### config.mk
export PLATFORM = sky130hd
export DESIGN_NAME = aes_req_arbiter
export DESIGN_NICKNAME = d
export VERILOG_FILES = /design/src/rtl/aes_req_arbiter.sv
export SDC_FILE = /design/constraint.sdc
export NUM_CORES = 1
export LEC_CHECK = 0
export BUFFER_PORTS_ARGS = -buffer_cell sky130_fd_sc_hd__buf_2
export CAP_MARGIN = 25
export CORE_AREA = 2 2 741 743
export CTS_BUF_LIST = sky130_fd_sc_hd__clkbuf_16
export DETAILED_ROUTE_END_ITERATION = 12
export DIE_AREA = 0 0 743 745
export MAX_ROUTING_LAYER = met4
export PLACE_DENSITY = 0.3
export SLEW_MARGIN = 10
export SYNTH_ARGS = -nofsm -noshare
export SYNTH_HDL_FRONTEND = slang
export SYNTH_SLANG_ARGS = --single-unit
### constraint.sdc
create_clock -name wb_clk_i -period 2.1 [get_ports wb_clk_i]
set_input_delay 0.21 -clock wb_clk_i [delete_from_list [all_inputs] [get_ports wb_clk_i]]
set_output_delay 0.21 -clock wb_clk_i [all_outputs]
set_load 0.02 [all_outputs]
### src/rtl/aes_req_arbiter.sv
// Round-robin arbiter sharing one aes_192 core among NREQ requesters; grant 1 cycle after an IDLE request,
// done 1 cycle after a valid capture (or TIMEOUT cycles after LOAD); requesters wait on level req with no backpressure path.
module aes_req_arbiter #(
    parameter int NREQ    = 4,
    parameter int TIMEOUT = 64
) (
    input  logic                 wb_clk_i,
    input  logic                 wb_rst_ni,
    input  logic [NREQ-1:0]      req_i,
    input  logic [NREQ*128-1:0]  pt_i,
    input  logic [NREQ*192-1:0]  key_i,
    output logic [NREQ-1:0]      gnt_o,
    output logic [NREQ-1:0]      done_o,
    output logic [NREQ-1:0]      err_o,
    output logic [127:0]         ct_o,
    output logic                 busy_o,
    output logic [127:0]         aes_state_o,
    output logic [191:0]         aes_key_o,
    output logic                 aes_start_o,
    input  logic [127:0]         aes_ct_i,
    input  logic                 aes_valid_i
);

    localparam int IW = (NREQ > 1) ? $clog2(NREQ) : 1;
    localparam int CW = $clog2(TIMEOUT + 1);

    typedef enum logic [1:0] {IDLE, LOAD, RUN, DONE} state_t;

    state_t         state;
    logic [IW-1:0]  rr;
    logic [IW-1:0]  idx;
    logic [IW-1:0]  sel;
    logic           sel_vld;
    logic [IW:0]    j;
    logic [CW-1:0]  cnt;
    logic [CW-1:0]  cnt_inc;
    logic           seen_low;
    logic [127:0]   pt_arr  [NREQ];
    logic [191:0]   key_arr [NREQ];

    genvar g;
    generate
        for (g = 0; g < NREQ; g++) begin : g_slot
            assign pt_arr[g]  = pt_i[128*g +: 128];
            assign key_arr[g] = key_i[192*g +: 192];
        end
    endgenerate

    // First set request at or above rr, wrapping modulo NREQ.
    always_comb begin
        sel     = '0;
        sel_vld = 1'b0;
        j       = '0;
        for (int i = 0; i < NREQ; i++) begin
            j = {1'b0, rr} + (IW+1)'(i);
            if (j >= (IW+1)'(NREQ)) j = j - (IW+1)'(NREQ);
            if (!sel_vld && req_i[j[IW-1:0]]) begin
                sel     = j[IW-1:0];
                sel_vld = 1'b1;
            end
        end
    end

    assign cnt_inc = cnt + CW'(1);

    always_ff @(posedge wb_clk_i or negedge wb_rst_ni) begin
        if (!wb_rst_ni) begin
            state       <= IDLE;
            rr          <= '0;
            idx         <= '0;
            cnt         <= '0;
            seen_low    <= 1'b0;
            gnt_o       <= '0;
            done_o      <= '0;
            err_o       <= '0;
            ct_o        <= '0;
            busy_o      <= 1'b0;
            aes_state_o <= '0;
            aes_key_o   <= '0;
            aes_start_o <= 1'b0;
        end else begin
            done_o <= '0;
            err_o  <= '0;
            case (state)
                IDLE: begin
                    if (sel_vld) begin
                        idx         <= sel;
                        aes_state_o <= pt_arr[sel];
                        aes_key_o   <= key_arr[sel];
                        gnt_o       <= NREQ'(1) << sel;
                        aes_start_o <= 1'b1;
                        busy_o      <= 1'b1;
                        state       <= LOAD;
                    end
                end
                LOAD: begin
                    cnt      <= '0;
                    seen_low <= 1'b0;
                    state    <= RUN;
                end
                RUN: begin
                    cnt <= cnt_inc;
                    if (!aes_valid_i) seen_low <= 1'b1;
                    // A valid only counts once a low was seen earlier, so a level left over from the last op is ignored.
                    if (aes_valid_i && seen_low) begin
                        ct_o        <= aes_ct_i;
                        done_o      <= gnt_o;
                        aes_start_o <= 1'b0;
                        state       <= DONE;
                    end else if (cnt_inc == CW'(TIMEOUT - 1)) begin
                        done_o      <= gnt_o;
                        err_o       <= gnt_o;
                        aes_start_o <= 1'b0;
                        state       <= DONE;
                    end
                end
                DONE: begin
                    gnt_o  <= '0;
                    busy_o <= 1'b0;
                    rr     <= (idx == IW'(NREQ - 1)) ? '0 : idx + 1'b1;
                    state  <= IDLE;
                end
                default: state <= IDLE;
            endcase
        end
    end

endmodule

==> summary.md <==
| Metric | Value |
|---|---|
| Outcome | `finished with violations` |
| Failing checks | `negative setup slack` |
| CTS Buffer Depth | `4` |
| Worst path slowest cell | `a222oi_1` |
| Cell Area, Synth | `around 23000 um^2` |
| CP Capture Type | `register` |
| Critical path arrival | `3240 ps` |
| Tcrit/Tclk final | `1.20` |
| Placed Instances | `roughly 11000` |
| Setup violations, final | `299` |
| GRT overflow | `0` |
| Number of cell rows | `between 200 and 300` |
| Lkg Pwr | `between 20 and 30 nW` |
| Vias per cell | `between 2 and 3` |
| CTS tree | `done` |
| Setup TNS | `-44440 ps` |
| Routed length per instance | `~35 um` |
| Synthesis-to-layout area growth | `175%` |
| Clk sinks | `roughly 480` |
| First-pass GRT wire length | `between 500 and 600 mm` |
| Mean post-synth cell area | `between 10 and 15 um^2` |
| Routed wire length | `around 480 mm` |
| Commonest non-fill, non-tap cell in the layout | `buf_2` |
| Via count | `about 40000` |
| Multi-input logic area | `around 10000 um^2` |
| CP max FO | `7` |
| Synth cell types | `40` |
| Root Buffer | `clkbuf_16` |
| Largest net degree at the start of global routing | `72` |
| Num CTS Buffers | `81` |
| Clock Latency Late Sink | `870 ps` |
| H-tree depth | `3` |
| DIE AREA | `554000 um^2` |
| Synth Register Bits | `476` |
| Reg2Reg Setup Slack | `-420 ps` |
| Most frequent cells in the layout | `buf_2, dlygate4sd3_1, a21oi_1, dfrtp_1, nor2_1` |
| Pins Over Slew Limit | `0` |
| Final net count | `approximately 7300` |
| WP data required | `roughly 2800 ps` |
| Reg area | `about 12000 um^2` |
| Hold Path Class | `in -> reg` |
| Rel. slew slack | `0.470` |
| Worst path top cell family by delay | `compound AO/OA/AOI/OAI gates` |
| Max-cap check violation count | `0` |
| # fillers | `between 60000 and 70000` |
| Worst-margin pin slew | `~800 ps` |
| Antenna Nets Post-Route | `0` |
| Detailed Route Iter0 Violations | `between 5000 and 6000` |
| Seq/Total Area, Yosys | `0.510` |
| Routability Congestion | `just under 1` |
| Worst-path clk slew | `~60 ps` |
| Core Region | `approximately 550000 um^2` |
| Vias in the first global route | `between 30000 and 40000` |
| Clock Skew | `approximately 120 ps` |
| Critical Path Max Stage Delay | `between 500 and 600 ps` |
| Port Buf Inserts | `1876` |
| Kind of critical path | `reg -> reg` |
| Pre-CTS WS | `-454 ps` |
| I/O pins | `around 1900` |
| Power Density | `approximately 1200 nW/um^2` |
| Fin util | `0.117` |
| Fin cells | `13600` |
| Critical path launch point type | `register` |
| DR pass1 iterations | `12` |
| Share of cells above drive strength 1 | `0.444` |
| Cells after synthesis | `between 2000 and 2500` |
| Period minus WS final | `approximately 2500 ps` |
| Worst-path cell chain | `buf_6 -> a21o_1 -> a21oi_2 -> o21a_4 -> buf_12 -> buf_8 -> a222oi_1 -> bufbuf_16 -> a21oi_2` |
| DRC Markers | `0` |
| Net Count, Synth | `3688` |
| Die height | `745 um` |
| Final hold viol count | `0` |
| Antenna violations before repair | `between 600 and 700` |
| Initial Util | `0.0427` |
| CP bufs+invs | `4` |
| Most frequent CP cell | `a21oi_2` |
| Yosys warns | `0` |
| RSZ-0062 raised after global routing | `true` |
| HPWL after detailed placement | `423 mm` |
| Gr usage total | `0.167` |
| Maximum VDD drop | `around 740 uV` |
| Final worst slack | `-418 ps` |
| Max Clock Freq | `0.397 GHz` |
| Chip width | `around 740 um` |
[final cells by class]
type | count | area share
timing repair buffer | 3739 | 0.457
sequential | 476 | 0.186
multi-input combinational | 1540 | 0.159
tap | 7261 | 0.142
clock buffer | 82 | 0.0320
antenna | 455 | 0.0178
clock inverter | 55 | 0.00646
inverter | 12 | 0.000702
[Yosys cell counts]
| master | instances | area [um^2] |
|---|---|---|
| a21o_1 | 1 | 7.51 |
| and2_1 | 8 | 50.1 |
| buf_4 | 2 | 15.0 |
| a222oi_1 | 320 | 3200 |
| or3_1 | 2 | 12.5 |
| mux2i_1 | 2 | 20.0 |
| nand3b_1 | 2 | 15.0 |
| and3b_1 | 5 | 43.8 |
| nor4_1 | 1 | 6.26 |
| buf_8 | 1 | 15.0 |
| xnor2_1 | 1 | 8.76 |
| o21ai_1 | 5 | 25.0 |
| nand2_1 | 25 | 93.8 |
| o21ai_0 | 16 | 80.1 |
| inv_1 | 11 | 41.3 |
| a21oi_1 | 652 | 3260 |
| clkbuf_1 | 48 | 180 |
| nor2_1 | 326 | 1220 |
| ha_1 | 8 | 100 |
| a211o_1 | 1 | 8.76 |
| dfrtp_1 | 476 | 11900 |
| o211ai_1 | 2 | 15.0 |
| nand4_1 | 3 | 18.8 |
| a31oi_1 | 2 | 12.5 |
| nand2b_1 | 2 | 12.5 |
| o221a_1 | 1 | 11.3 |
| nand3_1 | 6 | 30.0 |
| nor2b_1 | 7 | 43.8 |
| buf_2 | 125 | 626 |
| o21a_1 | 1 | 7.51 |
| and3_1 | 3 | 18.8 |
| buf_6 | 61 | 687 |
| o211ai_2 | 1 | 12.5 |
| o31ai_1 | 2 | 15.0 |
| mux2_2 | 129 | 1450 |
| inv_2 | 1 | 3.75 |
| o22a_1 | 1 | 8.76 |
| a221o_1 | 1 | 10.0 |
| a21boi_0 | 1 | 7.51 |
| o22ai_1 | 3 | 18.8 |
[registers in the layout (all words and copies together) (netlist names), 2 cells and up]
name	flops
aes_key_o	192
aes_state_o	128
cnt	7
ct_o	128
done_o	4
err_o	4
gnt_o	4
idx	2
rr	2
state	2
[path summary, 6_finish.rpt]
check                                           from                           end  cells after the start
worst max register to register     rr[0]$_DFFE_PN0P_  aes_state_o[111]$_DFFE_PN0P_                      9
worst max-delay path               rr[0]$_DFFE_PN0P_  aes_state_o[111]$_DFFE_PN0P_                      9
min in group asynchronous                  wb_rst_ni      aes_key_o[1]$_DFFE_PN0P_                      4
worst min-delay path                   aes_ct_i[115]         ct_o[115]$_DFFE_PN0P_                      3
worst min register to register  ct_o[83]$_DFFE_PN0P_          ct_o[83]$_DFFE_PN0P_                      1
max in group asynchronous                  wb_rst_ni    aes_state_o[7]$_DFFE_PN0P_                      5
[power breakdown]
group          total (mW)  internal (mW)  switching (mW)  leakage (nW)
logic                48.2           17.0            31.2          19.6
clock network        13.8           7.56            6.19          1.25
registers            16.9           13.8            3.08          5.55
total                78.9           38.4            40.5          26.4
[cell families after synthesis]
group           Yosys count  synth area share
fa+ha+maj                 8           0.00429
xor+xnor                  1          0.000375
buf+inv                 249            0.0672
mux                     131            0.0631
compound gates         1010             0.287
flops                   476             0.510
simple gates            390            0.0672
[stage by stage]
stage	hold slack [ps]	instance area (um^2)	power [mW]
floorplan	-85.6	23300	34.6
global placement	123	43600	58.7
detailed placement	122	43600	58.6
CTS	1.50	61700	78.5
global route	54.9	63900	82.8
finish	117	64100	78.9
[metal layers]
| metal | share of wire | routed length [um] | GRT usage | vias up |
|---|---|---|---|---|
| li1 | - | - | - | 16700 |
| met1 | 0.39 | 186000 | 0.193 | 19800 |
| met2 | 0.47 | 225000 | 0.275 | 2887 |
| met3 | 0.093 | 44400 | 0.0512 | 747 |
| met4 | 0.043 | 20300 | 0.0565 | 0 |
| met5 | 0 | 0 | - | - |
[worst reg2reg max path, cell delays in order (launching register included)]
cell and delay (ps):
dfrtp_2 430, buf_6 120, a21o_1 110, a21oi_2 50
o21a_4 300, buf_12 270, buf_8 160, a222oi_1 550
bufbuf_16 390, a21oi_2 50
[repair_timing]
action	4_1_cts	5_1_grt
buffers inserted	43	42
pin swaps	61	220
gates resized for setup	108	152
cloned	19	26
endpoints found under the hold margin	928	0
hold buffers	1429	0
endpoints found under the setup margin	285	316
No activity file was read; power rests on OpenSTA's default activity.
